## config.mk

```make
export PLATFORM = sky130hd
export DESIGN_NAME = seg_scan_decoder
export DESIGN_NICKNAME = d
export VERILOG_FILES = /design/src/rtl/seg_pkg.sv /design/src/rtl/seg_pattern_decode.sv /design/src/rtl/seg_scan_decoder.sv
export SDC_FILE = /design/constraint.sdc
export NUM_CORES = 1
export LEC_CHECK = 0
export CAP_MARGIN = 25
export CORE_ASPECT_RATIO = 1.75
export CORE_MARGIN = 8
export CORE_UTILIZATION = 40
export CTS_CLUSTER_DIAMETER = 150
export DETAILED_ROUTE_END_ITERATION = 6
export SYNTH_ARGS = -nofsm -noshare
export SYNTH_HDL_FRONTEND = slang
export SYNTH_SLANG_ARGS = --single-unit
```

## constraint.sdc

```tcl
create_clock -name CLK -period 2.85 [get_ports CLK]
set_input_delay 0.57 -clock CLK [delete_from_list [all_inputs] [get_ports CLK]]
set_output_delay 0.57 -clock CLK [all_outputs]
set_load 0.02 [all_outputs]
```

## src/rtl/seg_pkg.sv

```systemverilog
// rtl/seg_pkg.sv - shared 7-segment code table for the segment encoder and decoder
//
// Contents:
//   SEG_W      segment bus width, ordered {G,F,E,D,C,B,A}
//   SEG_BLANK  all segments off
//   SEG_CODE   nibble -> active-high segment pattern, entry i shows hex digit i
package seg_pkg;

    localparam int SEG_W = 7;

    localparam logic [SEG_W-1:0] SEG_BLANK = 7'h00;

    // Leftmost element is index 15 (F), rightmost is index 0 (0).
    localparam logic [15:0][SEG_W-1:0] SEG_CODE = {
        7'h71, 7'h79, 7'h5E, 7'h39, 7'h7C, 7'h77, 7'h67, 7'h7F,
        7'h07, 7'h7D, 7'h6D, 7'h66, 7'h4F, 7'h5B, 7'h06, 7'h3F
    };

endpackage

```

## src/rtl/seg_pattern_decode.sv

```systemverilog
// rtl/seg_pattern_decode.sv - combinational segment pattern to hex nibble lookup
//
// Ports:
//   seg     in   SEG_W  active-high segment pattern {G,F,E,D,C,B,A}
//   nibble  out  4      decoded hex value, 0 when the pattern is not recognised
//   err     out  1      pattern is not a legal digit
//
// Build option: define BLANK_OK_EN to treat an all-off pattern as a legal
// blank (nibble 0, err 0). Without it a blank digit is reported as an error.
module seg_pattern_decode
    import seg_pkg::*;
(
    input  logic [SEG_W-1:0] seg,
    output logic [3:0]       nibble,
    output logic             err
);

    always_comb begin
        nibble = 4'h0;
        err    = 1'b1;
        for (int i = 0; i < 16; i++) begin
            if (seg == SEG_CODE[i]) begin
                nibble = i[3:0];
                err    = 1'b0;
            end
        end
`ifdef BLANK_OK_EN
        if (seg == SEG_BLANK) begin
            err = 1'b0;
        end
`else
        // A dark digit carries no information, so it counts as illegal.
        if (seg == SEG_BLANK) begin
            err = 1'b1;
        end
`endif
    end

endmodule

```

## src/rtl/seg_scan_decoder.sv

```systemverilog
// rtl/seg_scan_decoder.sv - recovers hex frames from a multiplexed active-low 7-segment bus
//
// Parameters:
//   DIGITS         number of multiplexed digits (1..8)
//   STABLE_CYCLES  cycles a synchronised {dig,seg} sample must hold to be accepted (>=2)
//
// Ports:
//   CLK          in   1          system clock
//   RST          in   1          synchronous active-high reset
//   seg_n        in   7          segments, active low, {G,F,E,D,C,B,A}; asynchronous
//   dig_n        in   DIGITS     digit strobes, active low; asynchronous
//   frame_valid  out  1          frame_value/frame_err hold a complete frame
//   frame_ready  in   1          frame consumed when frame_valid && frame_ready
//   frame_value  out  4*DIGITS   nibble per digit, digit i in [4i+3:4i]
//   frame_err    out  DIGITS     digit i showed an illegal pattern (nibble forced to 0)
//   overrun      out  1          sticky: a completed frame was dropped
//
// Build option: BLANK_OK_EN (see seg_pattern_decode) makes a blank digit legal.
module seg_scan_decoder
    import seg_pkg::*;
#(
    parameter int DIGITS        = 4,
    parameter int STABLE_CYCLES = 4
) (
    input  logic                  CLK,
    input  logic                  RST,
    input  logic [SEG_W-1:0]      seg_n,
    input  logic [DIGITS-1:0]     dig_n,
    output logic                  frame_valid,
    input  logic                  frame_ready,
    output logic [4*DIGITS-1:0]   frame_value,
    output logic [DIGITS-1:0]     frame_err,
    output logic                  overrun
);

    localparam int SW = DIGITS + SEG_W;
    localparam int CW = $clog2(STABLE_CYCLES);
    localparam logic [CW-1:0] CNT_ARM = CW'(STABLE_CYCLES - 2);
    localparam logic [CW-1:0] CNT_MAX = CW'(STABLE_CYCLES - 1);

    logic [SW-1:0]       sync1, sync2, prev;
    logic [CW-1:0]       cnt;
    logic [SEG_W-1:0]    seg;
    logic [DIGITS-1:0]   dig;
    logic                same, accept, wr_ok, complete;
    logic [3:0]          dec_nib;
    logic                dec_err;
    logic [4*DIGITS-1:0] slot_val;
    logic [DIGITS-1:0]   slot_err, seen, seen_next;

    assign {dig, seg} = ~sync2;
    assign same       = (sync2 == prev);
    // Fires on the edge where cnt steps to CNT_MAX; saturation keeps it single-shot.
    assign accept     = same && (cnt == CNT_ARM);
    assign wr_ok      = accept && $onehot(dig);
    assign complete   = &seen;

    seg_pattern_decode u_dec (
        .seg    (seg),
        .nibble (dec_nib),
        .err    (dec_err)
    );

    // A completing frame clears seen; a digit accepted in that same cycle
    // already belongs to the next frame.
    always_comb begin
        seen_next = complete ? '0 : seen;
        if (wr_ok) begin
            seen_next = seen_next | dig;
        end
    end

    always_ff @(posedge CLK) begin
        if (RST) begin
            sync1 <= '0;
            sync2 <= '0;
            prev  <= '0;
            cnt   <= '0;
        end else begin
            sync1 <= {dig_n, seg_n};
            sync2 <= sync1;
            prev  <= sync2;
            if (!same) begin
                cnt <= '0;
            end else if (cnt != CNT_MAX) begin
                cnt <= cnt + 1'b1;
            end
        end
    end

    always_ff @(posedge CLK) begin
        if (RST) begin
            slot_val <= '0;
            slot_err <= '0;
            seen     <= '0;
        end else begin
            for (int i = 0; i < DIGITS; i++) begin
                if (wr_ok && dig[i]) begin
                    slot_val[4*i +: 4] <= dec_nib;
                    slot_err[i]        <= dec_err;
                end
            end
            seen <= seen_next;
        end
    end

    always_ff @(posedge CLK) begin
        if (RST) begin
            frame_valid <= 1'b0;
            frame_value <= '0;
            frame_err   <= '0;
            overrun     <= 1'b0;
        end else if (complete) begin
            if (!frame_valid || frame_ready) begin
                frame_valid <= 1'b1;
                frame_value <= slot_val;
                frame_err   <= slot_err;
            end else begin
                overrun <= 1'b1;
            end
        end else if (frame_valid && frame_ready) begin
            frame_valid <= 1'b0;
        end
    end

endmodule

```

### Word-level counts from Yosys, hierarchy flattened

Cells that the tools add are included.

* add/sub/neg operators: 4
* equality and inequality tests: 21
* multiplexer cells: 37
* bitwise gates (word level): 4
* reduce and logical (&&, ||, !) cells: 16

Operators with widths (count)
* 7-bit equality test, second input constant: 12
* 4-bit two-way mux: 10
* 1-bit two-way mux: 21
* 7-bit by 3-bit equality test with 1-bit output, second input constant: 2
* 7-bit by 6-bit equality test with 1-bit output, second input constant: 2
* 3-bit two-way mux: 4
* 11-bit equality test: 1
* 11-bit inverter: 1
* 5-bit AND reduction: 2
* 1-bit logical AND: 7
* 7-bit zero test: 1
* 1-bit by 1-bit adder with 2-bit output: 2
* 2-bit two-way mux: 2
* 4-bit OR: 1
* 4-bit AND reduction: 1
* 2-bit by 2-bit adder with 3-bit output: 1
* 3-bit by 1-bit equality test with 1-bit output, second input constant: 1
* 2-bit by 1-bit adder with 2-bit output, second input constant: 1
* 2-bit equality test, second input constant: 1
* 2-bit by 1-bit != test with 1-bit output, second input constant: 1
* 2-bit != test, second input constant: 1
* 1-bit inverter: 2
* 2-bit AND reduction: 1
* 2-bit nonzero test: 1
* 3 further kinds: 3

* flip-flop bits (word level): 81
* bits of input ports: 14
* word-level logic and storage cells: 99

### Longest topological paths before layout

Gate-level depths: netlist of run 1.

* word-level depth: 19
* depth in mapped cells: 9
* gate-level depth less buffers: 9

### By module

A second synthesis of run 1 with hierarchy kept.

* cells, all modules: 355
* area total of the unflattened synthesis: 3331.9 µm²

Modules (own cells, without submodules)
* seg_scan_decoder: times used 1, cells each 296, area an instance 2926.6 µm², seq. area each 1621.6 µm²
* seg_pattern_decode: times used 1, cells each 59, area an instance 405.4 µm², seq. area each 0.0 µm²

### Worst setup path before layout of run 1

OpenSTA, ideal clock, no wires.

* kind: register to register
* from: register sync2[7]
* to: register slot_val[11]
* arrival: 2432 ps
* data required time: 2722 ps
* setup slack: 290 ps
* cell stages (with the launch flop): 10
* path buffers: 0
* path through: dfxtp_1 fa_1 inv_1 ha_1 ha_1 nor2_1 nand4b_1 nor4_2 mux2i_1 nor2_1

* longest elaborated chain between the ends: 6

RTL lines
* start: declaration: RTL line seg_scan_decoder.sv:41 `logic [SW-1:0] sync1, sync2, prev;`
* start signal: assignment: RTL line seg_scan_decoder.sv:81 `sync2 <= sync1;`
* 11-bit inverter: RTL line seg_scan_decoder.sv:51 `assign {dig, seg} = ~sync2;`
* 1-bit by 1-bit adder with 2-bit output (implied by the code): RTL line seg_scan_decoder.sv:55 `assign wr_ok = accept && $onehot(dig);`
* 2-bit by 2-bit adder with 3-bit output (implied by the code): RTL line seg_scan_decoder.sv:55
* 3-bit by 1-bit equality test with 1-bit output: RTL line seg_scan_decoder.sv:55
* 1-bit logical AND (*): RTL line seg_scan_decoder.sv:55
* 1-bit logical AND (*): RTL line seg_scan_decoder.sv:98 `if (wr_ok && dig[i]) begin`
* end signal: indexed assignment: RTL line seg_scan_decoder.sv:99 `slot_val[4*i +: 4] <= dec_nib;`
* end: declaration: RTL line seg_scan_decoder.sv:48 `logic [4*DIGITS-1:0] slot_val;`

Every way passes the cells marked *; elsewhere a longest branch is shown, timed or not.
A chain may end at the register's enable or synchronous reset.

### Worst setup path in the final report of run 1

* from: register sync2[7]
* to: register slot_val[7]

Same word-level chain as after synthesis.

==> implementation parameters, run 1 <==
Parameter                              Value

Status
  Run status    complete, no violations

Min path
  Min-Delay Path Class    reg -> reg

STA
  Slew at the pin closest to its max-slew limit    0.6980 ns
  Tmin final    2.601 ns
  RSZ-0062 raised after global routing    no
  Count of final max-slew check failures    0
  Final setup viols    0
  Worst Clk Skew    0.006174 ns
  Max frequency    0.3845 GHz
  Post-route fraction of the period consumed by the critical path    91.26%
  Hold Violations, Final    0
  Worst slew margin relative to its limit    53.46%
  Post-route setup TNS    0 ns

Final layout
  Ratio of cells with drive above 1 in the final layout    9.326%
  Final #Nets    401
  Count of inserted antenna diode cells    0
  Growth of design area from synthesis to finish    24.45%
  Final standard cell area without fillers    0.003993 mm2
  Most common cell after layout, fill and taps aside    sky130_fd_sc_hd__dfxtp_1
  Non-filler instance count after layout    476
  Most frequent cells in the layout    sky130_fd_sc_hd__dfxtp_1 (81), sky130_fd_sc_hd__nand2_1 (46), sky130_fd_sc_hd__a21oi_1 (38)

Placement
  Area of placed instances    0.003650 mm2
  Half-perimeter wire length after detailed placement    4.927 mm
  Cell count after placement    461
  Port Buf Inserts    35
  Global placer's final weighted congestion    0.8559

GRT
  Overall track demand over capacity in global routing    12.57%
  Antenna violations before repair    0
  Number of global-route vias before repair    2468
  Final global-route overflow total    0
  Largest net degree at the start of global routing    36
  Global-route wire length before repair    11.54 mm

Worst setup path
  Highest cell delay on the worst timing path    0.54 ns
  Kind of start point of the critical path    flip-flop
  Required time at the worst-slack endpoint    3.07 ns
  Data arrival at the endpoint of the critical path    2.82 ns
  Critical path capture point type    flip-flop
  Critical path launch point    sync2[7]
  Crit path max-delay family    adder cells
  FF-to-FF Start    sync2[7]
  Stages on worst setup path    10
  Endpoint of the worst-slack reg-to-reg timing path    slot_val[7]
  Critical path start-end classification    reg -> reg
  R2r worst-path depth    10
  Slowest cell on the critical path    sky130_fd_sc_hd__fa_1
  Reg2Reg Setup Slack    0.25 ns
  Count of buffering cells on the critical path with inverters included    2
  CP Max Fanout    7
  Crit path capture    slot_val[7]
  CP cell instances    fa_1, inv_1, ha_1, ha_1, nor2_1, nand4b_1, nor4_2, buf_4, mux2i_1, nor2_1

Clocking
  CTS clock-pin slew for the worst setup and hold paths    0.06 ns
  Number of clock sinks    81
  CTS tree    done
  Clock latency of the later-clocked register in the worst-skew pair    0.34 ns
  Maximum level of the CTS H-tree    3
  Clock Root Buffer    sky130_fd_sc_hd__clkbuf_16
  Inserted Clock Buffers    9
  Number of instances resized during post-cts repair    0
  Max Buffers Root-to-Sink    2
  Postcts setup bufs    0
  Cts-stage hold buffer count    0

Power and ir drop
  Worst VDD drop    0.3383 mV
  Leakage    0.001420 uW
  Power per standard cell area    654.0 mW/mm2

Drt
  Number of remaining DRC errors    0
  Number of design-rule violations left by the first detailed-router iteration    121
  Routed Wire Length    6.687 mm
  Routed vias    2439
  Drt via density    5.124
  Detailed-route wire length per cell    14.05 um
  1st-pass router iterations    4
  Count of nets left with antenna violations after detail routing    0

Yosys
  Share of the yosys chip area belonging to registers    50.55%
  Number of warnings reported in the yosys synthesis log    0
  Share of synthesized flip-flops with an asynchronous set or reset    0%
  Unique masters post-synth    41
  Post-synthesis instance area    0.003208 mm2
  Count of mapped cells out of synthesis    348
  Number of storage elements in the synthesis netlist    81
  Net count of the mapped netlist    367
  Prevailing post-synth register cell    sky130_fd_sc_hd__dfxtp_1
  Number of enable-type register cells in the synthesized netlist    0
  Post-synthesis average cell area    9.219 um2

Die
  Core outline area    0.007855 mm2
  Cell row count    43
  Die ar.    0.01125 mm2
  Die W    83.70 um
  Initial core utilization    40.84%
  Number of primary I/O pins    36
  Floorplan die height    134.5 um

Flow run
  Number of violations of the max-capacitance limit    0
-- synthesized netlist by cell type, types with 6 or more instances --
| library cell | instances | area, um2 |
|---|---|---|
| sky130_fd_sc_hd__nor3_1 | 6 | 30.03 |
| sky130_fd_sc_hd__a21oi_1 | 38 | 190.2 |
| sky130_fd_sc_hd__o21ai_0 | 6 | 30.03 |
| sky130_fd_sc_hd__dfxtp_1 | 81 | 1622 |
| sky130_fd_sc_hd__clkbuf_1 | 15 | 56.30 |
| sky130_fd_sc_hd__xnor2_1 | 12 | 105.1 |
| sky130_fd_sc_hd__nand2_1 | 46 | 172.7 |
| sky130_fd_sc_hd__nor2b_1 | 31 | 193.9 |
| sky130_fd_sc_hd__nor2_1 | 21 | 78.83 |
| sky130_fd_sc_hd__mux2i_1 | 8 | 80.08 |
| sky130_fd_sc_hd__nand2b_1 | 11 | 68.82 |
| sky130_fd_sc_hd__inv_1 | 6 | 22.52 |
| sky130_fd_sc_hd__buf_2 | 7 | 35.03 |
-- area by class of cell --
| class | count | area [um2] |
|---|---|---|
| Tap cell | 90 | 112.6 |
| Clock buffer | 10 | 239.0 |
| Inverter | 6 | 22.52 |
| Multi-Input combinational cell | 239 | 1473 |
| Sequential cell | 81 | 1622 |
| Fill cell | 754 | 3862 |
| Timing Repair Buffer | 45 | 420.4 |
| Clock inverter | 5 | 103.9 |
-- metal layers --
layer,global-route usage [%],vias up,wire length [um]
li1,-,1240,-
met2,23.74,43,3671
met5,0,-,0
met4,7.432,0,194
met1,11.34,1143,2542
met3,3.800,13,279
-- report_power, final --
group | total, uW | switching, uW | internal, uW
clock network | 1310 | 434 | 874
logic | 132 | 71.3 | 60.4
registers | 1170 | 20.1 | 1150
total | 2610 | 525 | 2090
-- per-stage QoR --
| step | setup WS [ns] | total power, uW | util, % | hold WS [ns] |
|---|---|---|---|---|
| after floorplan | 0.2901 | 1288 | - | 0.4138 |
| after global placement | 0.3160 | 1327 | 46.46 | 0.4168 |
| after detailed placement | 0.2269 | 1330 | 46.46 | 0.4220 |
| after CTS | 0.2381 | 2648 | 50.83 | 0.4350 |
| after global routing | 0.02669 | 2704 | 50.83 | 0.4488 |
| final | 0.2492 | 2611 | 50.83 | 0.4319 |
-- state kept, by name, indices dropped and copies added (netlist names) --
| name | flops |
|---|---|
| frame_value | 16 |
| slot_val | 16 |
| prev | 11 |
| sync1 | 11 |
| sync2 | 11 |
| frame_err | 4 |
| seen | 4 |
| slot_err | 4 |
| cnt | 2 |
| frame_valid | 1 |
| overrun | 1 |
-- cell families (layout without fill, tap and decap cells) --
group / Yosys count / in the layout / synth area share (%)
AOI/OAI and AO/OA: 60 / 60 / 10.65
xor gates and xnor gates: 14 / 14 / 3.822
adders and majority gates: 5 / 5 / 2.184
buffers and inverters: 28 / 66 / 3.549
DFF: 81 / 81 / 50.55
muxes: 8 / 8 / 2.496
and+or+nand+nor: 152 / 152 / 26.76
-- worst min path at each step --
stage / slack, ns / end / from / depth (start not counted)
2_1_floorplan: 0.41 / sync2[0] / sync1[0] / 1
3_3_place_gp: 0.42 / sync2[6] / sync1[6] / 1
3_5_place_dp: 0.42 / sync2[8] / sync1[8] / 1
4_1_cts: 0.43 / sync2[9] / sync1[9] / 1
5_1_grt: 0.45 / sync2[4] / sync1[4] / 1
6_report: 0.43 / sync2[8] / sync1[8] / 1
Note: power is estimated with default switching activity, not from simulation.
==> run 2, diff against run 1 <==
CORE_ASPECT_RATIO = 1.25   (was 1.75)
CTS_CLUSTER_SIZE = 28   (was unset)
==> implementation parameters, run 2 (synthesis results as in run 1) <==
Parameter                              Value

STA
  Worst slew margin relative to its limit    53.07% (was 53.46%)
  Max frequency    0.3820 GHz (was 0.3845 GHz)
  Worst Clk Skew    0.01165 ns (was 0.006174 ns)
  Hold Violations, Final    0 (unchanged)
  RSZ-0062 raised after global routing    no (unchanged)
  Post-route setup TNS    0 ns (unchanged)
  Slew at the pin closest to its max-slew limit    0.7040 ns (was 0.6980 ns)
  Final setup viols    0 (unchanged)
  Tmin final    2.618 ns (was 2.601 ns)
  Count of final max-slew check failures    0 (unchanged)
  Post-route fraction of the period consumed by the critical path    91.85% (was 91.26%)

Final layout
  Final standard cell area without fillers    0.003829 mm2 (was 0.003993 mm2)
  Sequential Area    0.001622 mm2 (unchanged)
  Final #Nets    399 (was 401)
  Utilization after layout    49.13% (was 50.83%)
  Filler instances    777 (was 754)
  Most common cell after layout, fill and taps aside    sky130_fd_sc_hd__dfxtp_1 (unchanged)
  Growth of design area from synthesis to finish    19.34% (was 24.45%)
  Ratio of cells with drive above 1 in the final layout    8.571% (was 9.326%)
  Most frequent cells in the layout    sky130_fd_sc_hd__dfxtp_1 (81), sky130_fd_sc_hd__nand2_1 (46), sky130_fd_sc_hd__a21oi_1 (38) (unchanged)
  Non-filler instance count after layout    480 (was 476)
  Top Registers    frame_value (16), slot_val (16) (unchanged)
  Combined area of the multi-input logic cells    0.001473 mm2 (unchanged)
  Count of inserted antenna diode cells    0 (unchanged)

Drt
  Number of design-rule violations left by the first detailed-router iteration    103 (was 121)
  Total length of routed met2 wires    2.899 mm (was 3.671 mm)
  Drt via density    4.877 (was 5.124)
  Uppermost routed layer    met4 (unchanged)
  Detailed-route wire length per cell    12.89 um (was 14.05 um)
  Routed metal-1 wirelength    2.826 mm (was 2.542 mm)
  Count of nets left with antenna violations after detail routing    0 (unchanged)
  1st-pass router iterations    4 (unchanged)
  Detailed-routed wire length on met3    375 um (was 279 um)
  Number of remaining DRC errors    0 (unchanged)
  Routed vias    2341 (was 2439)
  Routed Wire Length    6.189 mm (was 6.687 mm)

Worst setup path
  CP Max Fanout    7 (unchanged)
  Critical path launch point    sync2[7] (unchanged)
  Critical path capture point type    flip-flop (unchanged)
  Data arrival at the endpoint of the critical path    2.83 ns (was 2.82 ns)
  Critical path start-end classification    reg -> reg (unchanged)
  Kind of start point of the critical path    flip-flop (unchanged)
  Required time at the worst-slack endpoint    3.06 ns (was 3.07 ns)
  FF-to-FF Start    sync2[7] (unchanged)

Placement
  Cell count after placement    464 (was 461)
  Global placer's final weighted congestion    0.7875 (was 0.8559)
  Half-perimeter wire length after detailed placement    4.348 mm (was 4.927 mm)
  Area of placed instances    0.003641 mm2 (was 0.003650 mm2)
  Port Buf Inserts    35 (unchanged)

Clocking
  Number of clock sinks    81 (unchanged)
  Postcts setup bufs    0 (unchanged)
  Clock Root Buffer    sky130_fd_sc_hd__clkbuf_8 (was sky130_fd_sc_hd__clkbuf_16)
  Inserted Clock Buffers    9 (unchanged)
  Max Buffers Root-to-Sink    2 (unchanged)
  Number of instances resized during post-cts repair    0 (unchanged)
  Maximum level of the CTS H-tree    3 (unchanged)
  Cts-stage hold buffer count    0 (unchanged)
  CTS clock-pin slew for the worst setup and hold paths    0.08 ns (was 0.06 ns)
  Clock latency of the later-clocked register in the worst-skew pair    0.35 ns (was 0.34 ns)
  CTS tree    done (unchanged)

Power and ir drop
  Worst VDD drop    0.3421 mV (was 0.3383 mV)
  Leakage    0.001336 uW (was 0.001420 uW)
  Switching share of total power    23.25% (was 20.11%)
  Internal Dissipation    1614 uW (was 2086 uW)
  Power per standard cell area    549.3 mW/mm2 (was 654.0 mW/mm2)
  Power dissipated by switching net loads    489.0 uW (was 525.1 uW)
  Combinational share of power    6.1% (was 5.0%)
  Part of the power in the clock network    38.2% (was 50.1%)
  Sequential Power Share    55.7% (was 44.9%)

Flow run
  Number of violations of the max-capacitance limit    0 (unchanged)

Die
  Floorplan die height    116.1 um (was 134.5 um)
  Cell row count    36 (was 43)
  Core outline area    0.007792 mm2 (was 0.007855 mm2)
  Die W    96.10 um (was 83.70 um)
  Number of primary I/O pins    36 (unchanged)
  Die ar.    0.01116 mm2 (was 0.01125 mm2)
  Initial core utilization    41.17% (was 40.84%)

GRT
  Final global-route overflow total    0 (unchanged)
  Number of global-route vias before repair    2169 (was 2468)
  Global-route wire length before repair    10.24 mm (was 11.54 mm)
  Antenna violations before repair    0 (unchanged)
  Overall track demand over capacity in global routing    11.77% (was 12.57%)
  Largest net degree at the start of global routing    49 (was 36)

Min path
  Min-Delay Path Class    reg -> reg (unchanged)
  Min-delay src    sync1[4] (was sync1[8])

Status
  Run status    complete, no violations (unchanged)
## run 2: final cells by class
type	count	area share (%)
sequential	81	42.35
multi-input combinational	239	38.46
timing repair buffer	43	10.59
clock buffer	11	3.431
tap	95	3.105
clock inverter	5	1.471
inverter	6	0.5882
## run 2: final timing paths
path                                     to  slack [ns]  cells after the start
worst max register to register  slot_val[3]        0.23                     10
worst max-delay path            slot_val[3]        0.23                     10
worst min-delay path               sync2[4]        0.44                      1
worst min register to register     sync2[4]        0.44                      1
## run 2: power groups by stage
stage / combinational, uW / clock (uW) / sequential, uW
after CTS: 129 / 830 / 1170
after global routing: 142 / 886 / 1180
after detailed placement: 128 / 0 / 1200
after global placement: 127 / 0 / 1200
final: 127 / 804 / 1170
after floorplan: 102 / 0 / 1190
## run 2: worst max-delay path: stages (launching register included)
cell and delay (ns):
sky130_fd_sc_hd__dfxtp_1 0.37, sky130_fd_sc_hd__fa_1 0.55, sky130_fd_sc_hd__inv_1 0.04, sky130_fd_sc_hd__ha_1 0.17
sky130_fd_sc_hd__ha_1 0.27, sky130_fd_sc_hd__nor2_1 0.14, sky130_fd_sc_hd__nand4b_1 0.25, sky130_fd_sc_hd__nor4_2 0.28
sky130_fd_sc_hd__buf_4 0.19, sky130_fd_sc_hd__mux2i_1 0.18, sky130_fd_sc_hd__nor2_1 0.06
## run 2: layer usage
layer / global-route usage [%] / vias to the layer above
li1: - / 1236
met1: 13.99 / 1042
met2: 18.66 / 55
met3: 4.373 / 8
met4: 4.625 / 0
met5: 0 / -
## run 2: per-stage QoR
stage               worst slack [ns]  hold WS (ns)  power, uW
finish                        0.2323        0.4379       2103
CTS                           0.2171        0.4406       2131
global placement              0.3178        0.4155       1325
detailed placement            0.2330        0.4218       1327
floorplan                     0.2901        0.4138       1288
global route                 0.04709        0.4622       2204
==> run 3, diff against run 2 <==
GPL_TIMING_DRIVEN = 0   (was unset)
clock period = 3.4 ns   (was 2.85 ns; I/O delays follow)
==> implementation parameters, run 3 (synthesis results as in run 1) <==
Parameter                              Value

STA
  Tmin final    3.068 ns (was 2.618 ns)
  Post-route fraction of the period consumed by the critical path    90.23% (was 91.85%)
  RSZ-0062 raised after global routing    no (unchanged)
  Hold Violations, Final    0 (unchanged)
  Slew at the pin closest to its max-slew limit    0.8823 ns (was 0.7040 ns)
  Final setup viols    0 (unchanged)
  Worst Clk Skew    0.01132 ns (was 0.01165 ns)
  Count of final max-slew check failures    0 (unchanged)
  Post-route setup TNS    0 ns (unchanged)
  Max frequency    0.3260 GHz (was 0.3820 GHz)
  Worst slew margin relative to its limit    40.69% (was 53.07%)

Die
  Core outline area    0.007792 mm2 (unchanged)
  Die ar.    0.01116 mm2 (unchanged)
  Initial core utilization    41.17% (unchanged)
  Floorplan die height    116.1 um (unchanged)
  Die W    96.10 um (unchanged)
  Cell row count    36 (unchanged)
  Number of primary I/O pins    36 (unchanged)

Worst setup path
  Endpoint of the worst-slack reg-to-reg timing path    slot_val[10] (was slot_val[3])
  Crit path capture    slot_val[10] (was slot_val[3])
  Critical path launch point    sync2[7] (unchanged)
  Kind of start point of the critical path    flip-flop (unchanged)
  Reg2Reg Setup Slack    0.33 ns (was 0.23 ns)
  Data arrival at the endpoint of the critical path    3.35 ns (was 2.83 ns)
  CP Max Fanout    7 (unchanged)
  Critical path start-end classification    reg -> reg (unchanged)
  R2r worst-path depth    9 (was 10)
  Required time at the worst-slack endpoint    3.68 ns (was 3.06 ns)
  Critical path capture point type    flip-flop (unchanged)
  FF-to-FF Start    sync2[7] (unchanged)

Drt
  Routed vias    2441 (was 2341)
  Drt via density    4.951 (was 4.877)
  Number of design-rule violations left by the first detailed-router iteration    74 (was 103)
  Count of nets left with antenna violations after detail routing    0 (unchanged)
  1st-pass router iterations    4 (unchanged)
  Routed Wire Length    6.466 mm (was 6.189 mm)
  Number of remaining DRC errors    0 (unchanged)
  Detailed-route wire length per cell    13.12 um (was 12.89 um)

Clocking
  Max Buffers Root-to-Sink    2 (unchanged)
  Clock Root Buffer    sky130_fd_sc_hd__clkbuf_8 (unchanged)
  Number of clock sinks    81 (unchanged)
  Cts-stage hold buffer count    0 (unchanged)
  Clock latency of the later-clocked register in the worst-skew pair    0.35 ns (about the same)
  CTS clock-pin slew for the worst setup and hold paths    0.08 ns (about the same)
  Inserted Clock Buffers    9 (unchanged)
  Postcts setup bufs    0 (unchanged)
  Number of instances resized during post-cts repair    0 (unchanged)
  CTS tree    done (unchanged)
  Maximum level of the CTS H-tree    3 (unchanged)

Status
  Run status    complete, no violations (unchanged)

Final layout
  Top Registers    frame_value (16), slot_val (16) (unchanged)
  Sequential Area    0.001622 mm2 (unchanged)
  Combined area of the multi-input logic cells    0.001473 mm2 (unchanged)
  Ratio of cells with drive above 1 in the final layout    7.789% (was 8.571%)
  Non-filler instance count after layout    493 (was 480)
  Final standard cell area without fillers    0.003877 mm2 (was 0.003829 mm2)
  Count of inserted antenna diode cells    0 (unchanged)
  Growth of design area from synthesis to finish    20.87% (was 19.34%)
  Most common cell after layout, fill and taps aside    sky130_fd_sc_hd__dfxtp_1 (unchanged)
  Final #Nets    412 (was 399)
  Filler instances    784 (was 777)
  Most frequent cells in the layout    sky130_fd_sc_hd__dfxtp_1 (81), sky130_fd_sc_hd__nand2_1 (46), sky130_fd_sc_hd__a21oi_1 (38) (unchanged)

GRT
  Global-route wire length before repair    11.04 mm (was 10.24 mm)
  Antenna violations before repair    0 (unchanged)
  Overall track demand over capacity in global routing    12.51% (was 11.77%)
  Final global-route overflow total    0 (unchanged)
  Number of global-route vias before repair    2273 (was 2169)
  Largest net degree at the start of global routing    14 (was 49)

Placement
  Port Buf Inserts    34 (was 35)
  Half-perimeter wire length after detailed placement    4.825 mm (was 4.348 mm)
  Area of placed instances    0.003667 mm2 (was 0.003641 mm2)
  Global placer's final weighted congestion    0.8943 (was 0.7875)
  Cell count after placement    477 (was 464)

Power and ir drop
  Leakage    0.001356 uW (was 0.001336 uW)
  Power consumption    1848 uW (was 2103 uW)
  Worst VDD drop    0.2468 mV (was 0.3421 mV)
  Power per standard cell area    476.7 mW/mm2 (was 549.3 mW/mm2)

Min path
  Min-Delay Path Class    reg -> reg (unchanged)

Flow run
  Number of violations of the max-capacitance limit    0 (unchanged)
run 3: cell types whose count changed in the layout (fill, tap and decap cells not counted):
cell / change
sky130_fd_sc_hd__inv_6: +1
sky130_fd_sc_hd__clkinv_4: -1
sky130_fd_sc_hd__clkbuf_1: +15
sky130_fd_sc_hd__clkinvlp_4: -1
sky130_fd_sc_hd__buf_4: -8
sky130_fd_sc_hd__bufinv_16: +1
sky130_fd_sc_hd__buf_2: +6
run 3: worst min path at each step:
stage               startpoint  endpoint  slack, ns  depth (start not counted)
floorplan             sync1[0]  sync2[0]       0.41                          1
global placement      sync1[7]  sync2[7]       0.42                          1
detailed placement    sync1[6]  sync2[6]       0.42                          1
CTS                   sync1[4]  sync2[4]       0.44                          1
global route          sync1[1]  sync2[1]       0.46                          1
finish                sync1[6]  sync2[6]       0.44                          1
run 3: final cells by class:
type | count | area share, %
sequential | 81 | 41.82
multi-input combinational | 239 | 37.98
timing repair buffer | 34 | 8.777
clock buffer | 11 | 3.388
tap | 95 | 3.066
buffer | 22 | 2.356
clock inverter | 5 | 2.033
inverter | 6 | 0.5808
run 3: power breakdown:
group	internal [uW]	leakage (uW)	total [uW]	switching (uW)
clock	415	0.000108	755	340
combinational	52.5	0.000590	118	66.0
sequential	964	0.000658	975	10.6
total	1430	0.00136	1850	417
run 3: worst max-delay path, cell delays in order, from the launching register on:
cell,delay (ns)
sky130_fd_sc_hd__dfxtp_1,0.39
sky130_fd_sc_hd__fa_1,0.55
sky130_fd_sc_hd__inv_1,0.04
sky130_fd_sc_hd__ha_1,0.17
sky130_fd_sc_hd__ha_1,0.27
sky130_fd_sc_hd__nor2_1,0.14
sky130_fd_sc_hd__nand4b_1,0.25
sky130_fd_sc_hd__nor4_2,0.80
sky130_fd_sc_hd__o21ai_0,0.21
sky130_fd_sc_hd__a21oi_1,0.17
run 3: per-layer routing:
layer	vias up	track usage, %	share of wire, %
li1	1264	-	-
met1	1121	15.03	46
met2	47	20.39	48
met3	9	3.794	5.1
met4	0	4.625	1.2
met5	-	0	0
run 3: per-stage QoR:
stage          utilization, %  hold slack [ns]  worst slack [ns]
2_1_floorplan               -           0.4138            0.8401
3_3_place_gp            47.06           0.4167            0.3902
3_5_place_dp            47.06           0.4248            0.3698
4_1_cts                 49.76           0.4443            0.3323
5_1_grt                 49.76           0.4586            0.1658
6_report                49.76           0.4394            0.3322
==> patch (config.mk and constraints of run 1) <==
The parameter `STABLE_CYCLES` goes from 4 to 8.
--- a/src/rtl/seg_scan_decoder.sv
+++ b/src/rtl/seg_scan_decoder.sv
@@ -20,7 +20,7 @@
     import seg_pkg::*;
 #(
     parameter int DIGITS        = 4,
-    parameter int STABLE_CYCLES = 4
+    parameter int STABLE_CYCLES = 8
 ) (
     input  logic                  CLK,
     input  logic                  RST,
Formal check against the unedited RTL: same outputs for any inputs over 10 cycles, from zero or initial values and one cycle with RST high; that may be too few to reach the edited logic, so the function may still have changed.
==> patch against run 1 <==
  * Area after synthesis rose by 3.1%
  * Worst hold slack improved by 0.0037 ns
  * Die area rose by 2.6%
  * Clock power fell by 8%
  * Largest cell class unchanged
  * Setup slack got worse by 0.043 ns
  * Critical path depth fell by 1
  * Global-route usage rose by 0.72 points
  * Power fell by 2.8%
  * Sequential cell count rose by 1
  * Final area rose by 2.8%
  * Fmax fell by 1.6%
  * First-iteration DRC count rose by 41%
  * Clock skew fell by 0.0024 ns
  * Largest power group unchanged
  * Wire length rose by 5.4%
==> patch: results <==
metrics = {
    "min_path": {
        "holdPathStages": 1,
        "holdPathEnd": "sync2[5]$_SDFF_PP0_",
        "worstHoldStart": "sync1[5]$_SDFF_PP0_",
        "hp-class": "flop to flop",
    },
    "logic_synthesis": {
        "synth_area_leaders": "dfxtp_1 (50%), nor2b_1 (5.7%), nand2_1 (4.9%)",
        "synth_ff_type": "dfxtp_1",
        "yosysSeqAreaShare_pct": 49.6,
        "synth_cell_type_count": 52,
        "synthCells": 359,
        "yosysWarningCount": 0,
        "synth_common_cells": "dfxtp_1 (82), nand2_1 (43), nor2_1 (33), a21oi_1 (32), nor2b_1 (30)",
        "async_flop_share_pct": 0,
        "synth.net_count": 379,
    },
    "final_layout": {
        "diodes": 0,
        "drive_above_1_share_pct": 10.8,
        "reg_top3": "frame_value: 16 flops, slot_val: 16 flops",
        "nNetsFinal": 416,
        "n_fill_cell": 810,
        "fin_cells": 491,
    },
    "global_route": {
        "use_met1_pct": 12.4,
        "antenna_found_initial": 0,
        "grt_pass1_wl_um": 11900,
        "gr-usage-met2_pct": 24.2,
        "grt_pass1_vias": 2486,
        "grt_max_degree": 37,
        "grt_usage_pct": 13.3,
        "use_met3_pct": 4.54,
    },
    "placed_design": {
        "gp_congestion": 0.777,
        "dp_cells": 477,
        "hpwl_um": 5150,
        "numPortBuffers": 35,
        "dp_slack_ns": 0.0526,
        "place_area_um2": 3780,
    },
    "cts": {
        "cts_inserted_buffers": 9,
        "clockRootBuffer": "clkbuf_16",
        "cts.htree.levels": 3,
        "path_clk_slew_ns": 0.06,
        "cts_max_path_buffers": 2,
    },
    "routing": {
        "wirelength_um": 7050,
        "vias": 2548,
        "met1_length_um": 2570,
        "maxUsedRoutingLayer": "met4",
        "wl_met3_um": 393,
        "drtIter0Drc": 171,
        "wl_met2_um": 3830,
    },
    "outcome": {
        "status": "finished, final reports clean",
    },
    "critical_path": {
        "arrival_ns": 2.84,
        "crit_path_end": "slot_val[7]$_SDFFE_PP0P_",
        "crit_path_max_fanout": 8,
        "worst-r2r-cell-count": 9,
        "criticalPathCategory": "flop to flop",
        "r2r_start": "sync2[8]$_SDFF_PP0_",
        "rrSetupSlack_ns": 0.21,
    },
    "timing": {
        "fin_skew_ns": 0.00379,
        "hold-worst-slack_ns": 0.436,
        "tightest_slew_ns": 0.937,
        "period_share_pct": 92.8,
        "hold_viol": 0,
    },
    "power_and_ir_drop": {
        "vdd_ir_drop_max_mv": 0.362,
        "p_leak_nw": 1.43,
    },
}
## patch: cell count changes after synthesis, moves of 3 or more
cell / run 1 / this run
and4b_1: 0 / 3
buf_2: 7 / 3
a21oi_1: 38 / 32
nor3_1: 6 / 13
a211oi_1: 4 / 8
nor4_1: 0 / 5
o21ai_0: 6 / 2
mux2i_1: 8 / 5
nor2_1: 21 / 33
o21bai_1: 4 / 1
nand2_1: 46 / 43
nor3_2: 4 / 0
## patch: cell type report
| class | instances | area [µm²] | share of cell area (%) |
|---|---|---|---|
| clock buffer | 11 | 243 | 5.92 |
| clock inverter | 3 | 65.1 | 1.59 |
| inverter | 7 | 26.3 | 0.640 |
| multi-input combinational | 248 | 1570 | 38.2 |
| sequential | 82 | 1640 | 40.0 |
| tap | 92 | 115 | 2.81 |
| timing repair buffer | 48 | 443 | 10.8 |
## patch: critical path: stages (launching register included)
cell	delay (ns)
dfxtp_1	0.36
fa_1	0.52
inv_1	0.04
ha_1	0.17
ha_1	0.28
nor3b_2	0.21
nand3_1	0.13
or4_4	0.50
nor4_1	0.22
nor3_1	0.07
## patch: power breakdown
| part | switching, mW | total, mW | internal, mW |
|---|---|---|---|
| clock network | 0.426 | 1.20 | 0.779 |
| registers | 0.0196 | 1.19 | 1.17 |
| logic | 0.0834 | 0.147 | 0.0636 |
## patch: cells by family after synthesis
| logic type | after synthesis | share of synthesized area, % |
|---|---|---|
| flops | 82 | 49.6 |
| compound gates | 56 | 10.6 |
| simple gates | 168 | 28.7 |
| buf+inv | 29 | 3.40 |
| xor+xnor | 13 | 3.67 |
| fa+ha+maj | 6 | 2.50 |
| mux | 5 | 1.51 |
## patch: timing repair
action / 4_1_cts / 5_1_grt
endpoints found under the setup margin: 0 / 8
gates resized for setup: 0 / 3
setup buffers: 0 / 0
